## config.mk

```make
export PLATFORM = sky130hd
export DESIGN_NAME = sprite_line_scheduler
export DESIGN_NICKNAME = d
export VERILOG_FILES = /design/src/rtl/sprite_pkg.sv /design/src/rtl/sprite_attr_table.sv /design/src/rtl/sprite_line_scheduler.sv
export SDC_FILE = /design/constraint.sdc
export NUM_CORES = 1
export LEC_CHECK = 0
export ABC_AREA = 1
export BUFFER_PORTS_ARGS = -buffer_cell sky130_fd_sc_hd__buf_4
export CORE_ASPECT_RATIO = 0.6
export CORE_MARGIN = 5
export CORE_UTILIZATION = 50
export CTS_BUF_LIST = sky130_fd_sc_hd__clkbuf_4 sky130_fd_sc_hd__clkbuf_8
export DETAILED_ROUTE_END_ITERATION = 6
export GPL_TIMING_DRIVEN = 0
export PLACE_DENSITY = 0.67
export RECOVER_POWER = 50
export SYNTH_ARGS = -nofsm -noshare
export SYNTH_HDL_FRONTEND = slang
export SYNTH_SLANG_ARGS = --single-unit
```

## constraint.sdc

```tcl
create_clock -name i_Clk -period 12.75 [get_ports i_Clk]
set_input_delay 1.275 -clock i_Clk [delete_from_list [all_inputs] [get_ports i_Clk]]
set_output_delay 1.275 -clock i_Clk [all_outputs]
set_load 0.01 [all_outputs]
```

## src/rtl/sprite_pkg.sv

```systemverilog
// Shared constants, state encoding and record types for the sprite line scheduler.
package sprite_pkg;

  localparam int unsigned DEF_NUM_SPRITES = 8;
  localparam int unsigned DEF_LINE_W      = 256;
  localparam int unsigned DEF_SPR_SIZE    = 16;

  localparam int unsigned X_W   = 10;
  localparam int unsigned Y_W   = 10;
  localparam int unsigned NUM_W = 6;

  localparam logic [2:0] S_IDLE  = 3'd0;
  localparam logic [2:0] S_CLEAR = 3'd1;
  localparam logic [2:0] S_SCAN  = 3'd2;
  localparam logic [2:0] S_DRAW  = 3'd3;
  localparam logic [2:0] S_DONE  = 3'd4;

  typedef struct packed {
    logic             en;
    logic [X_W-1:0]   x;
    logic [Y_W-1:0]   y;
    logic [NUM_W-1:0] num;
  } attr_t;

  // Hit list entry: ROM sprite, line-buffer entry of column 0, ROM row.
  typedef struct packed {
    logic [NUM_W-1:0] num;
    logic [X_W-2:0]   xe;
    logic [2:0]       row;
  } hit_t;

endpackage

```

## src/rtl/sprite_attr_table.sv

```systemverilog
// Sprite attribute register file: one write port, one combinational read port.
module sprite_attr_table
  import sprite_pkg::*;
#(
  parameter int unsigned NUM_SPRITES = DEF_NUM_SPRITES
) (
  input  logic                           clk,
  input  logic                           rst_n,
  input  logic                           we,
  input  logic [$clog2(NUM_SPRITES)-1:0] wr_idx,
  input  attr_t                          wr_attr,
  input  logic [$clog2(NUM_SPRITES)-1:0] rd_idx,
  output attr_t                          rd_attr
);

  logic [NUM_SPRITES-1:0] en;
  logic [X_W-1:0]         x   [NUM_SPRITES];
  logic [Y_W-1:0]         y   [NUM_SPRITES];
  logic [NUM_W-1:0]       num [NUM_SPRITES];

  // Only the enables are reset; position/number are don't-care while disabled.
  always_ff @(posedge clk or negedge rst_n) begin
    if (!rst_n) begin
      en <= '0;
    end else if (we) begin
      en[wr_idx] <= wr_attr.en;
    end
  end

  always_ff @(posedge clk) begin
    if (we) begin
      x[wr_idx]   <= wr_attr.x;
      y[wr_idx]   <= wr_attr.y;
      num[wr_idx] <= wr_attr.num;
    end
  end

  always_comb begin
    rd_attr     = '0;
    rd_attr.en  = en[rd_idx];
    rd_attr.x   = x[rd_idx];
    rd_attr.y   = y[rd_idx];
    rd_attr.num = num[rd_idx];
  end

endmodule

```

## src/rtl/sprite_line_scheduler.sv

```systemverilog
// Builds one scanline of sprite pixels into a line-buffer bank: clear, scan attributes, draw hits.
module sprite_line_scheduler
  import sprite_pkg::*;
#(
  parameter int unsigned NUM_SPRITES = DEF_NUM_SPRITES,
  parameter int unsigned LINE_W      = DEF_LINE_W,
  parameter int unsigned SPR_SIZE    = DEF_SPR_SIZE
) (
  input  logic       i_Clk,
  input  logic       i_Rst_N,
  input  logic       i_Line_Start,
  input  logic [9:0] i_Next_Row,
  input  logic       i_Bank,
  input  logic       i_Attr_We,
  input  logic [2:0] i_Attr_Idx,
  input  logic       i_Attr_En,
  input  logic [9:0] i_Attr_X,
  input  logic [9:0] i_Attr_Y,
  input  logic [5:0] i_Attr_Num,
  output logic [5:0] o_Rom_Sprite,
  output logic [2:0] o_Rom_Row,
  output logic [2:0] o_Rom_Col,
  input  logic [1:0] i_Rom_Pixel,
  output logic       o_Lr_Write,
  output logic [8:0] o_Lr_Addr,
  output logic [1:0] o_Lr_Data,
  output logic       o_Busy,
  output logic       o_Done,
  output logic       o_Late
);

  localparam int unsigned IW = $clog2(NUM_SPRITES);
  localparam int unsigned CW = $clog2(LINE_W);

  logic [2:0]             state;
  logic [CW-1:0]          cnt;
  logic                   bank;
  logic [9:0]             row;
  logic [NUM_SPRITES-1:0] hit_mask;
  hit_t                   hits [NUM_SPRITES];
  logic                   pipe_valid;
  logic [9:0]             pipe_sum;

  attr_t                  wr_attr;
  attr_t                  rd_attr;
  logic [IW-1:0]          scan_idx;
  logic [9:0]             dy;
  logic                   hit;
  logic [IW-1:0]          cur;
  logic [NUM_SPRITES-1:0] cur_bit;
  hit_t                   cur_hit;
  logic                   issue;
  logic                   draw_wr;

  assign scan_idx = cnt[IW-1:0];

  always_comb begin
    wr_attr     = '0;
    wr_attr.en  = i_Attr_En;
    wr_attr.x   = i_Attr_X;
    wr_attr.y   = i_Attr_Y;
    wr_attr.num = i_Attr_Num;
  end

  sprite_attr_table #(
    .NUM_SPRITES(NUM_SPRITES)
  ) u_attr_table (
    .clk    (i_Clk),
    .rst_n  (i_Rst_N),
    .we     (i_Attr_We),
    .wr_idx (i_Attr_Idx),
    .wr_attr(wr_attr),
    .rd_idx (scan_idx),
    .rd_attr(rd_attr)
  );

  // Unsigned wrap makes rows above the sprite's top look huge, so one compare covers both edges.
  assign dy  = row - rd_attr.y;
  assign hit = rd_attr.en && (dy < 10'(SPR_SIZE));

  // Highest pending hit is drawn first so the lowest index lands last and wins.
  always_comb begin
    cur = '0;
    for (int unsigned i = 0; i < NUM_SPRITES; i++) begin
      if (hit_mask[i]) cur = IW'(i);
    end
  end

  assign cur_bit = NUM_SPRITES'(1) << cur;
  assign cur_hit = hits[cur];
  assign issue   = (state == S_DRAW) && (cnt < CW'(8));

  always_ff @(posedge i_Clk or negedge i_Rst_N) begin
    if (!i_Rst_N) begin
      state      <= S_IDLE;
      cnt        <= '0;
      bank       <= 1'b0;
      row        <= '0;
      hit_mask   <= '0;
      pipe_valid <= 1'b0;
      pipe_sum   <= '0;
    end else begin
      pipe_valid <= issue;
      pipe_sum   <= {1'b0, cur_hit.xe} + {7'b0, cnt[2:0]};
      if (i_Line_Start) begin
        state      <= S_CLEAR;
        cnt        <= '0;
        bank       <= i_Bank;
        row        <= i_Next_Row;
        hit_mask   <= '0;
        pipe_valid <= 1'b0;
      end else begin
        case (state)
          S_CLEAR: begin
            if (cnt == CW'(LINE_W - 1)) begin
              state <= S_SCAN;
              cnt   <= '0;
            end else begin
              cnt <= cnt + 1'b1;
            end
          end
          S_SCAN: begin
            if (hit) hit_mask[scan_idx] <= 1'b1;
            if (cnt == CW'(NUM_SPRITES - 1)) begin
              cnt   <= '0;
              state <= (hit || (hit_mask != '0)) ? S_DRAW : S_DONE;
            end else begin
              cnt <= cnt + 1'b1;
            end
          end
          S_DRAW: begin
            if (cnt == CW'(8)) begin
              hit_mask <= hit_mask & ~cur_bit;
              cnt      <= '0;
              if ((hit_mask & ~cur_bit) == '0) state <= S_DONE;
            end else begin
              cnt <= cnt + 1'b1;
            end
          end
          S_DONE:  state <= S_IDLE;
          default: state <= S_IDLE;
        endcase
      end
    end
  end

  always_ff @(posedge i_Clk) begin
    if ((state == S_SCAN) && hit && !i_Line_Start) begin
      hits[scan_idx] <= '{num: rd_attr.num, xe: rd_attr.x[9:1], row: dy[3:1]};
    end
  end

  assign draw_wr = (state == S_DRAW) && pipe_valid && (i_Rom_Pixel != 2'b00) &&
                   (pipe_sum < 10'(LINE_W));

  always_comb begin
    o_Rom_Sprite = '0;
    o_Rom_Row    = '0;
    o_Rom_Col    = '0;
    o_Lr_Write   = 1'b0;
    o_Lr_Addr    = '0;
    o_Lr_Data    = '0;
    if (issue) begin
      o_Rom_Sprite = cur_hit.num;
      o_Rom_Row    = cur_hit.row;
      o_Rom_Col    = cnt[2:0];
    end
    if (state == S_CLEAR) begin
      o_Lr_Write = 1'b1;
      o_Lr_Addr  = {bank, cnt[7:0]};
    end else if (draw_wr) begin
      o_Lr_Write = 1'b1;
      o_Lr_Addr  = {bank, pipe_sum[7:0]};
      o_Lr_Data  = i_Rom_Pixel;
    end
  end

  assign o_Busy = (state != S_IDLE);
  assign o_Done = (state == S_DONE);
  assign o_Late = i_Line_Start && o_Busy;

endmodule

```

# --- Word-level counts from Yosys, hierarchy flattened ---
# Memory sizes are Yosys's and may differ from the RTL's.
# Cells that the tools add are included.
totals:
  ff_bits: 49
  ramBits: 352
  input_bits: 47
  elab_cells: 102
  n_memories: 4
memory_table:
  columns: ["name", "depth", "word_bits", "read_ports", "rd_ports_with_merged_regs", "wr", "line", "source"]
  rows:
  - ["hits", 8, 18, 1, 0, 1, "sprite_line_scheduler.sv:40", "hit_t hits [NUM_SPRITES];"]
  - ["u_attr_table.x", 8, 10, 1, 0, 1, "sprite_attr_table.sv:17", "logic [X_W-1:0] x [NUM_SPRITES];"]
  - ["u_attr_table.y", 8, 10, 1, 0, 1, "sprite_attr_table.sv:18", "logic [Y_W-1:0] y [NUM_SPRITES];"]
  - ["u_attr_table.num", 8, 6, 1, 0, 1, "sprite_attr_table.sv:19", "logic [NUM_W-1:0] num [NUM_SPRITES];"]
classes:
  add_sub_neg: 3
  magnitude_cmp: 7
  eq_ne: 12
  shifts: 1
  mux: 44
  bitwise_logic: 3
  n_reduce_logical: 20
ops:
  columns: ["operator", "count"]
  rows:
  - ["$mux W8", 7]
  - ["$mux W3", 14]
  - ["$pmux W8 S3", 1]
  - ["$mux W9", 2]
  - ["$pmux W8 S2", 1]
  - ["$mux W1", 11]
  - ["$add A9 B3 Y10", 1]
  - ["$logic_and A1 B1 Y1", 10]
  - ["$lt A10 B5 Y1 const B", 1]
  - ["$lt A10 B9 Y1 const B", 1]
  - ["$sub A10 B10 Y10", 1]
  - ["$ne A3 B3 Y1 const B", 3]
  - ["$pmux W3 S3", 1]
  - ["$add A8 B1 Y8 const B", 1]
  - ["$and A8 B8 Y8", 1]
  - ["$bwmux W8", 1]
  - ["$eq A8 B3 Y1 const B", 1]
  - ["$eq A8 B4 Y1 const B", 1]
  - ["$eq A8 B8 Y1 const B", 1]
  - ["$logic_not A8 Y1", 1]
  - ["$lt A3 B4 Y1 const B", 2]
  - ["$lt A8 B4 Y1 const B", 1]
  - ["$not A8 Y8", 1]
  - ["$or A8 B8 Y8", 1]
  - ["18 further kinds", 24]

# --- Depth between registers and ports, before layout ---
# Gate-level depths: netlist of run 1.
logic_depth:
  ltp_word: 15
  depth_mapped: 25
  ltp_nobuf: 23

# --- Cells and area by module ---
# Synthesis of run 1 repeated with hierarchy kept, for this count alone.
hier_totals:
  cells_unflattened: 1766
  area_unflattened_um2: 17884.7
modules_own_cells:
  columns: ["mod", "n_inst", "cells_each", "area_each_um2", "seq_area_each_um2"]
  rows:
  - ["sprite_attr_table", 1, 974, 9509.1, 6446.2]
  - ["sprite_line_scheduler", 1, 792, 8375.5, 5350.1]

# --- Worst setup path before layout of run 1 ---
# No wires, ideal clock.
synth_timing:
  path_kind: "reg-to-reg"
  startpoint: "register cnt[2]"
  endpoint: "memory hits[6][0] (netlist name) (enable)"
  setup_ns: 0.439
  t_arrival_ns: 4.641
  required_time_ns: 12.311
  setup_slack_ns: 7.670
  path_stages_with_launch: 19
  path_buffers: 3
  path_cell_list: "dfrtp_1 -> inv_2 -> nand2_2 -> nor2_4 -> clkbuf_1 -> buf_1 -> nand2_1 -> nand4_1 -> inv_1 -> ha_1 -> nand3_1 -> nand2_1 -> a21oi_1 -> xor2_1 -> nand2_1 -> nor3_1 -> nand4_1 -> buf_4 -> nor4_1"
synth_via:
  elab_chain_len: 8
synth_rtl:
  columns: ["item", "line", "source"]
  rows:
  - ["start, declared", "sprite_line_scheduler.sv:36", "logic [CW-1:0] cnt;"]
  - ["start signal, assigned", "sprite_line_scheduler.sv:119", "cnt <= cnt + 1'b1;"]
  - ["start signal, assigned", "sprite_line_scheduler.sv:128", "cnt <= cnt + 1'b1;"]
  - ["start signal, assigned", "sprite_line_scheduler.sv:137", "cnt <= cnt + 1'b1;"]
  - ["$mem_v2 Z8 W10", null, null]
  - ["$sub A10 B10 Y10", "sprite_line_scheduler.sv:78", "assign dy = row - rd_attr.y;"]
  - ["$lt A10 B5 Y1", "sprite_line_scheduler.sv:79", "assign hit = rd_attr.en && (dy < 10'(SPR_SIZE));"]
  - ["$logic_and A1 B1 Y1", "sprite_line_scheduler.sv:79", null]
  - ["$logic_and A1 B1 Y1 (2 in a row)", "sprite_line_scheduler.sv:148", "if ((state == S_SCAN) && hit && !i_Line_Start) begin"]
  - ["$mux W1", "sprite_line_scheduler.sv:148", null]
  - ["$mux W1 (not written as such)", "sprite_line_scheduler.sv:149", "hits[scan_idx] <= '{num: rd_attr.num, xe: rd_attr.x[9:1], row: dy[3:1]};"]
  - ["end, declared", "sprite_line_scheduler.sv:40", null]
# Several ways; a longest one is shown, not always the timed one. The select of a mux whose other input is x is not followed.

# --- Worst setup path in the final report of run 1 ---
layout_timing:
  startpoint: "register cnt[2]"
  endpoint: "memory hits[6][16] (netlist name) (enable)"
# The elaborated chain is that of the path after synthesis.

==> results.tsv, run 1 <==
metric	value	unit
vias	10400	
GR Util met2	0.317	
Die Y	147	microns
most frequent cells in the layout	edfxtp_1 (344), nand2_1 (232), nor2_1 (82)	
total power	0.00404	W
detailed-route DRC error count	0	
Synthesized Nets	1239	
synthesized area	15700	sq um
clock-pin slew on the worst setup and hold paths	0.07	ns
layout cells sized above 1	0.157	
highest net fanout along the worst path	10	
largest net degree at the start of global routing	50	
worst-skew pair later-pin latency	0.64	ns
All-Layer GR Usage	0.231	
initial DRC count	1381	
Hold Path Class	reg2reg	
fmax	170	MHz
Final Hold Fails	0	
initial antenna violation count	0	
CTS tree	yes	
Area growth, synth to finish	14.6	%
std cell rows	50	
Post-Route WL	40.5	mm
Worst Skew	0.0393	ns
Avg Synthesized Cell Area	13.4	sq um
layer with the highest usage	met1	
CTS Sinks	393	
Slew @ Worst Pin	2.74	ns
PortBufs	72	
clk buf depth	3	
RePlAce Congestion	0.875	
Resize count post-CTS	0	
dpl hpwl	27.2	mm
Setup TNS	0	ns
Setup Viol. Count Final	0	
M1 GR Usage	0.375	
Power Density	224	nW/um^2
peak supply drop	0.0999	mV
vias per cell	5.81	
post-synthesis cell count	1177	
CP most frequent cell	buf_4	
drt wl/cell	22.7	microns
Post-synth EDFFs	344	
cts bufs inserted	56	
Fill cells	2493	
root buffer cell	clkbuf_8	
Critical Path, Cell by Cell	inv_2, nand2_2, nor2_4, clkbuf_1, buf_1, nand2_1, nand4_1, inv_1, ha_1, a21oi_1, o21ai_0, a21oi_1, nand3_1, nand2_1, nand4_1, buf_4, nor4_2, buf_4, buf_4, buf_4	
Arr. time, crit path	6.20	ns
Detail Route Antenna Nets	0	
dpl cells	1687	
ANT cells	0	
outcome	finished with violations	
Crit Path Category	reg2reg	
Die Area	35300	sq um
CP endpoint kind	flip-flop	
WP data required	13.06	ns
Die W	239	microns
Crit-path slowest cell	buf_1	
Setup Fix Bufs, Post-CTS	0	
Leak	6.46	nW
htree depth	2	
post-synthesis register bit count	393	
max-cap viol count	5	
post-route cell area	18000	sq um
Placed Instance Area	17200	sq um
Starting Density	0.507	
leading cell type in the layout, fill and taps excluded	edfxtp_1	
fin crit share	0.461	
Tmin final	5.88	ns
CP bufs+invs	8	
hold buffers post-CTS	0	
first-pass GRT wire length	61.9	mm
GR Util met3	0.0571	
fin util	0.580	
Final #Nets	1391	
Yosys warnings	0	
headroom to the max-slew limit	-0.826	
RSZ-0062 raised after global routing	no	
IO Pins	74	
Final Non-Filler Cells	1783	
grt total ovfl	0	
Critical Path Max Stage Delay	0.67	ns
DR pass1 iterations	5	
Setup crit start kind	flip-flop	
post-synthesis sequential area ratio	0.734	
Async SR Flop Fraction	0.125	
cell family with most CP delay	buffers and inverters	
core area	31100	sq um
vias in the first global route	10100	
Final Max Slew Viols	142	
Distinct cells, synth	45	
Post-synth top flop	edfxtp_1	
failing checks	capacitance limit, slew limit	
## metrics by stage
step | hold slack, ns | worst slack [ns]
finish | 0.485 | 6.87
global route | 0.503 | 6.66
CTS | 0.491 | 7.00
detailed placement | 0.466 | 7.00
global placement | 0.466 | 4.39
floorplan | 0.448 | 7.67
## final timing paths
path / start / endpoint / slack (ns) / cells after the start
max in group asynchronous: i_Rst_N / pipe_sum[8]$_DFF_PN0_ / 9.65 / 1
worst min-delay path: row[4]$_DFFE_PN0P_ / row[4]$_DFFE_PN0P_ / 0.49 / 2
min in group asynchronous: i_Rst_N / row[4]$_DFFE_PN0P_ / 1.51 / 1
worst min register to register: row[4]$_DFFE_PN0P_ / row[4]$_DFFE_PN0P_ / 0.49 / 2
worst max-delay path: cnt[2]$_DFFE_PN0P_ / hits[6][16]$_DFFE_PP_ / 6.87 / 20
worst max register to register: cnt[2]$_DFFE_PN0P_ / hits[6][16]$_DFFE_PP_ / 6.87 / 20
## synthesized netlist by cell type (3+ instances only)
master / instances / area, sq um
nor2_4: 7 / 78.8
buf_1: 6 / 22.5
buf_2: 7 / 35.0
clkbuf_1: 23 / 86.3
o21ai_0: 30 / 150
o221a_2: 19 / 214
xor2_1: 11 / 96.3
nand2_2: 5 / 31.3
inv_2: 8 / 30.0
o41ai_1: 3 / 26.3
nor2_1: 84 / 315
a21oi_1: 44 / 220
nor4_1: 3 / 18.8
inv_1: 75 / 282
nand4_1: 32 / 200
a22o_1: 18 / 158
buf_6: 3 / 33.8
o22ai_1: 10 / 62.6
o221ai_1: 23 / 201
edfxtp_1: 344 / 10300
a22oi_1: 27 / 203
nor2_2: 4 / 25.0
ha_1: 13 / 163
a211oi_1: 3 / 22.5
nor3_1: 16 / 80.1
dfrtp_1: 49 / 1230
nand3_1: 34 / 170
nand2_1: 232 / 871
a221oi_1: 23 / 201
## final cells by class
class | count | area (sq um) | area share
inverters | 85 | 319 | 0.0177
multi-input cells | 659 | 3750 | 0.208
clock buffers | 75 | 920 | 0.0510
well taps | 416 | 520 | 0.0289
flip-flops and latches | 393 | 11600 | 0.641
clock inverters | 21 | 175 | 0.00971
plain buffers | 40 | 185 | 0.0103
repair buffers | 94 | 619 | 0.0343
## where the power goes
| group | switching, W | internal, W | total (W) | leakage (nW) |
|---|---|---|---|---|
| Combinational | 0.00101 | 0.000420 | 0.00143 | 2.15 |
| Clock | 0.000476 | 0.000513 | 0.000989 | 0.580 |
| Sequential | 0.0000372 | 0.00158 | 0.00162 | 3.73 |
| Total | 0.00152 | 0.00252 | 0.00404 | 6.46 |
## worst register-to-register path: cells and delay by family, from the launching register on
family	cells	cell delay, ns
AND/OR/NAND/NOR	8	1.54
buffers and inverters	8	2.54
adder cells (fa/ha/maj)	1	0.35
AO/OA/AOI/OAI	3	0.63
flip-flops	1	0.51
## cell families (layout without fill, tap and decap cells)
family,Yosys count,count (layout),share of synthesized area
xor+xnor,11,11,0.00612
compound gates,210,210,0.0980
fa+ha+maj,15,15,0.0129
simple gates,423,423,0.117
buf+inv,125,315,0.0320
flops,393,393,0.734
## layer usage
layer  routed length, microns  share of wire  vias up
met5                        0              0        -
met4                      472          0.012        0
met3                     4470           0.11       42
met2                    16800           0.41      516
met1                    18800           0.46     5137
li1                         -              -     4670
## sequential cells by signal, summed over array words and instances, names as in the netlist
name,count
bank,1
cnt,8
hit_mask,8
hits,144
pipe_sum,10
pipe_valid,1
row,10
state,3
u_attr_table.en,8
u_attr_table.num,48
u_attr_table.x,72
u_attr_table.y,80
No activity file was read; power rests on OpenSTA's default activity.
==> run 2, diff against run 1 <==
- ABC_AREA: 1 -> 0
- clock period: 12.75 -> 6 ns (I/O delays scaled with it)
==> results.tsv, run 2 <==
metric	value	unit
outcome	finished with violations	
failing checks	capacitance limit, slew limit	
sequential share of power	0.515	
fin crit share	0.973	
reg-to-reg slack, setup	0.16	ns
Power Density	337	nW/um^2
core area	31500	sq um
clock-pin slew on the worst setup and hold paths	0.06	ns
top cells by count, synth	edfxtp_1 (344), nand2_1 (163), a22oi_1 (93), nand3_1 (50)	
CTS tree	yes	
RSZ-0062 raised after global routing	no	
Die Y	149	microns
Worst Hold End	row[4]$_DFFE_PN0P_	
Setup crit start kind	flip-flop	
dpl hpwl	27.6	mm
post-synthesis cell count	1139	
Yosys warnings	0	
Final #Nets	1351	
vias	10600	
highest net fanout along the worst path	15	
Die W	242	microns
first-pass GRT wire length	63.0	mm
peak supply drop	0.183	mV
Synth area leader	edfxtp_1	
CP endpoint kind	flip-flop	
PortBufs	71	
post-synthesis register bit count	393	
Final Non-Filler Cells	1748	
Leak	6.32	nW
switch share	0.286	
Pint	0.00443	W
Slew @ Worst Pin	2.68	ns
Starting Density	0.511	
Distinct cells, synth	69	
post-synthesis sequential area ratio	0.718	
WP data required	6.31	ns
FF-to-FF Start	cnt[0]$_DFFE_PN0P_	
largest net degree at the start of global routing	50	
synth top area cells	edfxtp_1 (64%), dfrtp_1 (7.6%), a22oi_1 (4.3%)	
Area growth, synth to finish	14.3	%
cts bufs inserted	54	
DR pass1 iterations	5	
Setup TNS	0	ns
detailed-route DRC error count	0	
Setup Viol. Count Final	0	
max-cap viol count	7	
Detail Route Antenna Nets	0	
Post-synth EDFFs	344	
vias per cell	6.04	
Largest register FFs	144	
Post-synth top flop	edfxtp_1	
RePlAce Congestion	0.880	
Regs by FF count	hits x144, u_attr_table.y x80, u_attr_table.x x72	
count leader, synth	edfxtp_1	
vias in the first global route	9910	
Async SR Flop Fraction	0.125	
Biggest register	hits	
clk buf depth	3	
Crit Path Category	reg2reg	
layout cells sized above 1	0.158	
dpl cells	1647	
reg2reg path depth	16	
htree depth	2	
drt wl/cell	23.9	microns
initial antenna violation count	1	
Worst Hold Launch	i_Next_Row[4]	
most frequent cells in the layout	edfxtp_1 (344), nand2_1 (163), a22oi_1 (93)	
Fill cells	2469	
Post-Route WL	41.8	mm
grt total ovfl	0	
sw power	0.00177	W
area share of the largest cell type after synthesis	0.642	
Arr. time, crit path	6.15	ns
root buffer cell	clkbuf_8	
Reg2Reg Capture Point	hits[5][11]$_DFFE_PP_	
headroom to the max-slew limit	-0.785	
std cell rows	50	
leading cell type in the layout, fill and taps excluded	edfxtp_1	
Worst Skew	0.0291	ns
Final Max Slew Viols	198	
fin util	0.585	
fmax	171	MHz
Tmin final	5.84	ns
Clock power frac	0.318	
CTS Sinks	393	
Register Area	11600	sq um
Synthesized Nets	1201	
ANT cells	0	
Die Area	36000	sq um
initial DRC count	1356	
synthesized area	16100	sq um
IO Pins	74	
Avg Synthesized Cell Area	14.1	sq um
WHS Path Cells	2	
Hold Path Class	in2reg	
All-Layer GR Usage	0.231	
Multi-input gate area	4330	sq um
worst-skew pair later-pin latency	0.64	ns
Comb pwr share	0.167	
Final Hold Fails	0	
## run 2: cell types whose count changed after synthesis, moves of 19 or more
cell	change
mux2_2	+24
a21oi_1	-29
nand2_1	-69
o221a_2	-19
inv_1	-62
nor2_1	-35
a22oi_1	+66
a221oi_1	-21
o221ai_1	-23
## run 2: per-stage QoR
| step | setup slack, ns | hold slack [ns] | power [W] | cell area (sq um) |
|---|---|---|---|---|
| 6_report | 0.161 | 0.224 | 0.00620 | 18400 |
| 5_1_grt | 0.0102 | 0.190 | 0.00648 | 18400 |
| 4_1_cts | 0.0133 | 0.167 | 0.00623 | 18600 |
| 3_5_place_dp | -0.697 | 0.494 | 0.00428 | 17600 |
| 3_3_place_gp | -2.45 | 0.484 | 0.00425 | 17100 |
| 2_1_floorplan | 0.597 | 0.304 | 0.00387 | 16100 |
## run 2: metal layers
| layer | GRT usage | vias up | routed length (microns) |
|---|---|---|---|
| li1 | - | 4735 | - |
| met1 | 0.364 | 5257 | 18900 |
| met2 | 0.316 | 513 | 17400 |
| met3 | 0.0745 | 49 | 4930 |
| met4 | 0.0430 | 2 | 487 |
| met5 | 0 | - | 13 |
## run 2: area by class of cell
class,count,area share
Sequential cell,393,0.628
Multi-Input combinational cell,675,0.235
Clock buffer,70,0.0473
Timing Repair Buffer,94,0.0367
Tap cell,416,0.0283
Buffer,58,0.0136
Clock inverter,29,0.00809
Inverter,13,0.00265
## run 2: logic make-up after synthesis
| logic type | count (synthesis) | share of synthesized area |
|---|---|---|
| xor gates and xnor gates | 14 | 0.00762 |
| AOI/OAI and AO/OA | 228 | 0.102 |
| and+or+nand+nor | 383 | 0.118 |
| adders and majority gates | 15 | 0.0126 |
| muxes | 35 | 0.0236 |
| DFF | 393 | 0.718 |
| buffers and inverters | 71 | 0.0180 |
## run 2: how the worst max path moves through the flow
stage / from / to / slack [ns] / depth (start not counted)
finish: cnt[0]$_DFFE_PN0P_ / hits[5][11]$_DFFE_PP_ / 0.16 / 16
CTS: cnt[0]$_DFFE_PN0P_ / hits[1][7]$_DFFE_PP_ / 0.01 / 17
global route: cnt[0]$_DFFE_PN0P_ / hits[5][11]$_DFFE_PP_ / 0.01 / 16
global placement: cnt[1]$_DFFE_PN0P_ / hits[7][15]$_DFFE_PP_ / -2.45 / 15
floorplan: cnt[1]$_DFFE_PN0P_ / hits[7][0]$_DFFE_PP_ / 0.60 / 15
detailed placement: cnt[1]$_DFFE_PN0P_ / hits[0][0]$_DFFE_PP_ / -0.70 / 16
## run 2: power groups by stage
stage / registers [W] / logic, W / clock network (W)
floorplan: 0.00323 / 0.000642 / 0
global placement: 0.00324 / 0.00100 / 0
detailed placement: 0.00325 / 0.00103 / 0
CTS: 0.00319 / 0.00104 / 0.00200
global route: 0.00320 / 0.00113 / 0.00214
finish: 0.00319 / 0.00104 / 0.00197
## run 2: repair_timing
| action | CTS | global route |
|---|---|---|
| setup endpoints to repair | 144 | 109 |
| hold buffers | 1 | 0 |
| resized for setup | 7 | 16 |
| endpoints found under the hold margin | 1 | 0 |
| pin swaps | 1 | 0 |
| setup buffers | 1 | 0 |
## run 2: critical path, cell delays in order (launching register included)
cell	delay, ns
dfrtp_1	0.47
buf_6	0.19
clkbuf_1	0.30
nor2_1	0.43
clkbuf_1	0.71
a22oi_1	0.15
and4_1	0.34
fa_1	0.46
a21o_1	0.22
a31o_2	0.24
a21oi_1	0.16
mux2i_1	0.13
a211oi_1	0.38
buf_2	0.33
nand4_2	0.31
nor2_2	0.46
buf_8	0.25
